[config.mk]
export PLATFORM = sky130hd
export DESIGN_NAME = wave_rom_sequencer
export DESIGN_NICKNAME = d
export VERILOG_FILES = /design/src/rtl/wave_rom_sequencer.sv
export SDC_FILE = /design/constraint.sdc
export NUM_CORES = 1
export LEC_CHECK = 0
export ABC_AREA = 1
export BUFFER_PORTS_ARGS = -buffer_cell sky130_fd_sc_hd__buf_2
export CAP_MARGIN = 25
export CORE_MARGIN = 8
export CORE_UTILIZATION = 57
export DETAILED_ROUTE_END_ITERATION = 12
export PLACE_DENSITY = 0.78
export SETUP_SLACK_MARGIN = 0.3
export SKIP_CTS_REPAIR_TIMING = 1
export SLEW_MARGIN = 10
export SYNTH_ARGS = -nofsm -noshare
export SYNTH_HDL_FRONTEND = slang
export SYNTH_SLANG_ARGS = --single-unit
[constraint.sdc]
create_clock -name clk -period 7.1 [get_ports clk]
set_input_delay 0.355 -clock clk [delete_from_list [all_inputs] [get_ports clk]]
set_output_delay 0.355 -clock clk [all_outputs]
set_load 0.02 [all_outputs]
[src/rtl/wave_rom_sequencer.sv]
// Walks a waveform ROM by programmable phase/step and streams a frame of samples over valid/ready.
// Build option: WAVE_SEQ_SIGNED_EN converts offset-binary ROM bytes to two's complement at FIFO write.
module wave_rom_sequencer #(
    parameter int unsigned ADDR_WIDTH = 7,
    parameter int unsigned DATA_WIDTH = 8,
    parameter int unsigned LEN_WIDTH  = 10
) (
    input  logic                  clk,
    input  logic                  rst,
    input  logic                  start,
    input  logic [ADDR_WIDTH-1:0] start_phase,
    input  logic [ADDR_WIDTH-1:0] step,
    input  logic [LEN_WIDTH-1:0]  frame_len,
    output logic                  busy,
    output logic                  done,
    output logic [ADDR_WIDTH-1:0] rom_addr,
    input  logic [DATA_WIDTH-1:0] rom_rd_data,
    output logic [DATA_WIDTH-1:0] m_data,
    output logic                  m_valid,
    output logic                  m_last,
    input  logic                  m_ready
);

    typedef enum logic [1:0] {IDLE, RUN, DRAIN} state_t;

    state_t                state_q, state_d;
    logic [ADDR_WIDTH-1:0] phase_q, phase_d;
    logic [ADDR_WIDTH-1:0] step_q, step_d;
    logic [LEN_WIDTH-1:0]  issue_left_q, issue_left_d;
    logic [LEN_WIDTH-1:0]  out_left_q, out_left_d;
    logic [ADDR_WIDTH-1:0] rom_addr_q, rom_addr_d;
    logic                  busy_q, busy_d;
    logic                  done_q, done_d;

    // Read pipeline: stage 1 = address presented, stage 2 = ROM data on rom_rd_data
    logic                  rd_vld1_q, rd_vld1_d;
    logic                  rd_last1_q, rd_last1_d;
    logic                  rd_vld2_q, rd_vld2_d;
    logic                  rd_last2_q, rd_last2_d;

    logic [DATA_WIDTH:0]   fifo_mem_q [4];
    logic [DATA_WIDTH:0]   fifo_mem_d [4];
    logic [1:0]            wr_ptr_q, wr_ptr_d;
    logic [1:0]            rd_ptr_q, rd_ptr_d;
    logic [2:0]            fifo_count_q, fifo_count_d;

    logic [2:0]            occupancy;
    logic                  issue;
    logic                  push;
    logic                  pop;
    logic [DATA_WIDTH-1:0] rom_sample;
    logic [DATA_WIDTH:0]   fifo_head;

`ifdef WAVE_SEQ_SIGNED_EN
    assign rom_sample = {~rom_rd_data[DATA_WIDTH-1], rom_rd_data[DATA_WIDTH-2:0]};
`else
    assign rom_sample = rom_rd_data;
`endif

    // Credit counts reads still in the ROM pipeline so the FIFO can never overflow
    assign occupancy = fifo_count_q + {2'b00, rd_vld1_q} + {2'b00, rd_vld2_q};
    assign issue     = (state_q == RUN) && (issue_left_q != '0) && (occupancy < 3'd4);
    assign push      = rd_vld2_q;
    assign pop       = (fifo_count_q != '0) && m_ready;
    assign fifo_head = fifo_mem_q[rd_ptr_q];

    always_comb begin
        state_d      = state_q;
        phase_d      = phase_q;
        step_d       = step_q;
        issue_left_d = issue_left_q;
        out_left_d   = out_left_q;
        rom_addr_d   = rom_addr_q;
        busy_d       = busy_q;
        done_d       = 1'b0;

        rd_vld1_d    = issue;
        rd_last1_d   = issue && (issue_left_q == LEN_WIDTH'(1));
        rd_vld2_d    = rd_vld1_q;
        rd_last2_d   = rd_last1_q;

        if (pop) begin
            out_left_d = out_left_q - 1'b1;
        end

        case (state_q)
            IDLE: begin
                if (start && (frame_len != '0)) begin
                    phase_d      = start_phase;
                    step_d       = step;
                    issue_left_d = frame_len;
                    out_left_d   = frame_len;
                    busy_d       = 1'b1;
                    state_d      = RUN;
                end
            end
            RUN: begin
                if (issue) begin
                    rom_addr_d   = phase_q;
                    phase_d      = phase_q + step_q;
                    issue_left_d = issue_left_q - 1'b1;
                    if (issue_left_q == LEN_WIDTH'(1)) begin
                        state_d = DRAIN;
                    end
                end
            end
            DRAIN: begin
                if (pop && (out_left_q == LEN_WIDTH'(1))) begin
                    state_d = IDLE;
                    busy_d  = 1'b0;
                    done_d  = 1'b1;
                end
            end
            default: begin
                state_d = IDLE;
                busy_d  = 1'b0;
            end
        endcase
    end

    always_comb begin
        fifo_mem_d   = fifo_mem_q;
        wr_ptr_d     = wr_ptr_q;
        rd_ptr_d     = rd_ptr_q;
        fifo_count_d = fifo_count_q;

        if (push) begin
            fifo_mem_d[wr_ptr_q] = {rd_last2_q, rom_sample};
            wr_ptr_d             = wr_ptr_q + 1'b1;
        end
        if (pop) begin
            rd_ptr_d = rd_ptr_q + 1'b1;
        end

        case ({push, pop})
            2'b10:   fifo_count_d = fifo_count_q + 1'b1;
            2'b01:   fifo_count_d = fifo_count_q - 1'b1;
            default: fifo_count_d = fifo_count_q;
        endcase
    end

    always_ff @(posedge clk or posedge rst) begin
        if (rst) begin
            state_q      <= IDLE;
            phase_q      <= '0;
            step_q       <= '0;
            issue_left_q <= '0;
            out_left_q   <= '0;
            rom_addr_q   <= '0;
            busy_q       <= 1'b0;
            done_q       <= 1'b0;
            rd_vld1_q    <= 1'b0;
            rd_last1_q   <= 1'b0;
            rd_vld2_q    <= 1'b0;
            rd_last2_q   <= 1'b0;
            for (int unsigned i = 0; i < 4; i++) begin
                fifo_mem_q[i] <= '0;
            end
            wr_ptr_q     <= '0;
            rd_ptr_q     <= '0;
            fifo_count_q <= '0;
        end else begin
            state_q      <= state_d;
            phase_q      <= phase_d;
            step_q       <= step_d;
            issue_left_q <= issue_left_d;
            out_left_q   <= out_left_d;
            rom_addr_q   <= rom_addr_d;
            busy_q       <= busy_d;
            done_q       <= done_d;
            rd_vld1_q    <= rd_vld1_d;
            rd_last1_q   <= rd_last1_d;
            rd_vld2_q    <= rd_vld2_d;
            rd_last2_q   <= rd_last2_d;
            fifo_mem_q   <= fifo_mem_d;
            wr_ptr_q     <= wr_ptr_d;
            rd_ptr_q     <= rd_ptr_d;
            fifo_count_q <= fifo_count_d;
        end
    end

    assign busy     = busy_q;
    assign done     = done_q;
    assign rom_addr = rom_addr_q;
    assign m_valid  = (fifo_count_q != '0);
    // Head is masked while empty so stale entries never leak onto the bus
    assign m_data   = m_valid ? fifo_head[DATA_WIDTH-1:0] : '0;
    assign m_last   = m_valid & fifo_head[DATA_WIDTH];

endmodule

# Yosys cells after proc, flatten, opt, wreduce, memory -nomap -nowiden
# Cells that the tools add are included.
# totals
register_bits,92
in_bits,36
output_inout_bits,19
word_cells,91
# classes
addsub,9
n_lt_le_gt_ge,4
eq_ne,10
muxes,27
bitwise,4
n_reduce_logical,18
# op_table
cell,n
$mux 10,5
$bwmux 36,1
$mux 9,3
$eq 10x1->1 const B,2
$pmux 10 s2,1
$reduce_bool 10->1,2
$sub 10x1->10 const B,2
$bmux 9 s2,1
$demux 9 s2,1
$mux 7,2
$pmux 7 s2,1
$mux 2,4
$mux 8,1
$add 7x7->7,1
$logic_and 1x1->1,7
$add 3x1->3,2
$ge 3x3->1 const B,2
$ne 2x2->1 const B,3
$not 2->3,2
$pmux 2 s3,1
$pmux 3 s2,1
$reduce_and 3->1,2
$add 2x1->2 const B,2
$eq 2x1->1 const B,2
15 further kinds,21

# Longest topological paths before layout
# logic_depth
depth_word,6
depth_mapped,12
mapped_depth_nobuf,11

# Worst setup path after synthesis
# OpenSTA, ideal clock, no wires.
# synth_path
path_type,register -> register
from,register fifo_count_q[0]
to,register fifo_count_q[2]
setup_ns,0.131
t_arrival_ns,1.851
required_time_ns,6.969
setup_slack_ns,5.118
path_stages_with_launch,12
path_buffers,1
period_less_slack_ns,1.982
path_cell_list,dfrtp_1 inv_1 nand3_2 nand2_2 inv_2 buf_4 ha_1 inv_1 fa_1 a21oi_1 o21ai_0 xor2_1
# synth_between
elab_chain_cells,4
elab_cells_between_ends,8
classes_between,2 x add/sub; 2 x eq/ne; 1 x mux; 3 x reduce/logical
# synth_lines
item,line,rtl
start: declaration,45,"logic [2:0] fifo_count_q, fifo_count_d;"
start signal: assignment,178,fifo_count_q <= fifo_count_d;
$reduce_bool 3->1 (*),--,
named net m_valid,19,"output logic m_valid,"
$logic_and 1x1->1 (*),64,assign pop = (fifo_count_q != '0) && m_ready;
named net pop,50,logic pop;
$eq 2x1->1 / $eq 2x2->1 (equally long branches),135,"case ({push, pop})"
$pmux 3 s2 / $reduce_bool 2->1 (equally long branches),--,
# The timed path passes the listed nets; every way through them passes the cells marked *.
# A chain may end at the register's enable or synchronous reset.

# Worst setup path in the final report
# layout_path
from,register rd_ptr_q[1]
to,output m_last
# layout_between
elab_chain_cells,5
# layout_lines
item,line,rtl
start: declaration,44,"logic [1:0] rd_ptr_q, rd_ptr_d;"
start signal: assignment,177,rd_ptr_q <= rd_ptr_d;
$not 2->3 (not written as such),65,assign fifo_head = fifo_mem_q[rd_ptr_q];
$bmux 9 s2,65,
$mux 9 (not written as such) (2 in series),65,
$and 1x1->1,188,assign m_last = m_valid & fifo_head[DATA_WIDTH];
end: declaration,20,"output logic m_last,"
# No other way between the ends. The select of a mux whose other input is x is not followed.

==> impl_metrics.toml <==
[outcome]
outcome = "completed"

[logic_synthesis]
synth_commonest_cells = "239 x nand2_1, 92 x dfrtp_1, 73 x o21ai_0, 69 x nor2_1, 65 x inv_1"
ys_async_sr_fraction_pct = 100
seq_area_frac_synth_pct = 45.9
synth_nets = 730
synth_area_leader_cell = "dfrtp_1"
yosysMostFrequentCell = "nand2_1"
ys_top_cells_by_area = "dfrtp_1 46%, nand2_1 18%, o21ai_0 7.3%"
synth_edf_count = 0
synth-seq-cells = 92
mappedNetlistArea_um2 = 5020
synth_cells = 675
synth_top_area_share_pct = 45.9
ys_types = 31
yosys_warnings = 0
synthFlopType = "dfrtp_1"
syn-mean-instance-area_um2 = 7.44

[critical_path]
critPathMaxFanout = 11
cp.required_ns = 6.74
crit_end = "m_last"
reg2reg_to = "phase_q[5]"
crit_arrival_ns = 2.12
critical_path_class = "flop to output port"
critPathLaunch = "rd_ptr_q[1]"
worstSetupStartpointType = "flop"
end_kind = "output port"
worstRegToRegCells = 10
timing.rr.start = "push"
r2r_slack_ns = 4.89

[sta]
tns_ns = 0
period_minus_slack_ns = 2.47
finalHoldViolCount = 0
rsz0062_at_grt = "false"
fmax_mhz = 405
max_slew.worst_pin.slew_ns = 0.779
finalSetupViolations = 0
finalMaxSlewViolations = 0
post-route-period-util_pct = 34.8
fin_skew_ns = 0.0101
slew_headroom_pct = 48.1

[clocking]
clockRootBuffer = "clkbuf_8"
cts_buffers = 9
clk_path_buf_depth = 2
clock_sinks = 92
cts_tree = "yes"
clkLatencyLatePin_ns = 0.36
cts.clk_slew.worst_paths_ns = 0.10
h-tree-depth = 3

[global_route]
grt_pass1_wl_mm = 20.1
grt_pass1_vias = 4270
grt_util_all_layers_pct = 20.9
grt_overflow_total = 0
grt_start_max_net_pins = 63
antenna_found_initial = 0

[cells_and_area]
syn2layout_area_growth_pct = 10.0
fillers = 789
nNetsFinal = 777
multi_input_area_um2 = 2350
diodes = 0
drive_gt1_share_pct = 12.0
regArea_um2 = 2300
fin_cells = 835

[routing]
finalWirelength_mm = 11.7
drt_iter0_drc = 301
via_count = 4449
drc_errors = 0
wire_per_inst_um = 14.0
viasPerCell = 5.33
antenna_left = 0
drt_first_pass_iters = 5

[placement]
numPortBuffers = 54
gp_congestion = 0.921
hpwl_mm = 8.46
placed_cells_incl_taps = 819

[power]
total_power_w = 0.00140
ir_worst_vdd_v = 0.000138
power_density_nw_per_um2 = 254
leakage_nw = 3.04

[worst_hold_path]
hold_class = "input pin to async pin"

[die]
die_height_um = 110
fp.dieW_um = 110
rows = 34
initial_utilization_pct = 58.1
core_region_area_um2 = 8640
die_area_um2 = 12100
num_io_pins = 55

[job]
drv_cap = 0
-- worst min path at each step --
stage               cells past startpoint        from  slack (ns)        endpoint
finish                                  2         rst       0.004  fifo_mem_q[29]
global route                            2         rst        0.05  fifo_mem_q[11]
CTS                                     2         rst        0.01   fifo_mem_q[2]
detailed placement                      0  rd_last1_q        0.34      rd_last2_q
global placement                        0  rd_last1_q        0.33      rd_last2_q
floorplan                               0  rd_last1_q        0.33      rd_last2_q
-- registers in the layout (all words and copies together), names as in the netlist, 3 cells and up --
register      count
fifo_count_q      3
fifo_mem_q       36
rom_addr          7
out_left_q       10
phase_q           7
step_q            7
issue_left_q     10
-- layer usage --
metal | global-route usage, % | part of all wire, % | up-vias
met3 | 2.75 | 5.5 | 22
met4 | 8.68 | 2.0 | 0
li1 | - | - | 2206
met5 | 0 | 0 | -
met1 | 28.0 | 46 | 2076
met2 | 33.5 | 47 | 145
-- final cells by class --
type                            count  share of cell area [%]
Inverter                           72                    4.92
Timing Repair Buffer               55                    5.03
Clock inverter                      5                    1.09
Tap cell                          108                    2.45
Clock buffer                       11                    2.38
Multi-Input combinational cell    492                    42.5
Sequential cell                    92                    41.7
-- worst max-delay path: stages (launching register included) --
cell and delay [ns]:
dfrtp_1 0.63, clkinv_1 0.43, nor2_1 0.18, o21ai_0 0.10
a21oi_1 0.21, buf_2 0.21
-- power breakdown --
group / internal [W] / leakage [nW] / switching [W]
Combinational: 0.000143 / 1.87 / 0.000281
Sequential: 0.000566 / 1.07 / 0.0000643
Clock: 0.000165 / 0.0939 / 0.000185
Total: 0.000873 / 3.04 / 0.000531
-- kinds of logic after synthesis --
logic type      after synthesis  share of synthesized area [%]
xor+xnor                      9                           1.57
buf+inv                      91                           7.43
fa+ha+maj                    19                           5.03
compound gates               92                           9.52
flops                        92                           45.9
simple gates                372                           30.6
-- metrics by stage --
step | utilization, % | hold WS, ns | worst slack [ns] | instance area, um2
2_1_floorplan | - | 0.331 | 4.35 | 5020
3_3_place_gp | 61.8 | 0.335 | 5.01 | 5330
3_5_place_dp | 61.8 | 0.339 | 4.91 | 5330
4_1_cts | 64.0 | 0.0123 | 4.65 | 5520
5_1_grt | 64.0 | 0.0499 | 4.48 | 5520
6_report | 64.0 | 0.00431 | 4.63 | 5520
-- placed cells by master (no fill, tap or decap), types with 7 or more instances in the layout --
cell / count
inv_1: 64
dfrtp_1: 92
clkbuf_8: 9
ha_1: 17
xor2_1: 7
nor2_1: 69
nand3_1: 42
a21oi_1: 15
nand2_1: 239
buf_2: 54
o21ai_0: 73
(Power assumes the default switching activity.)
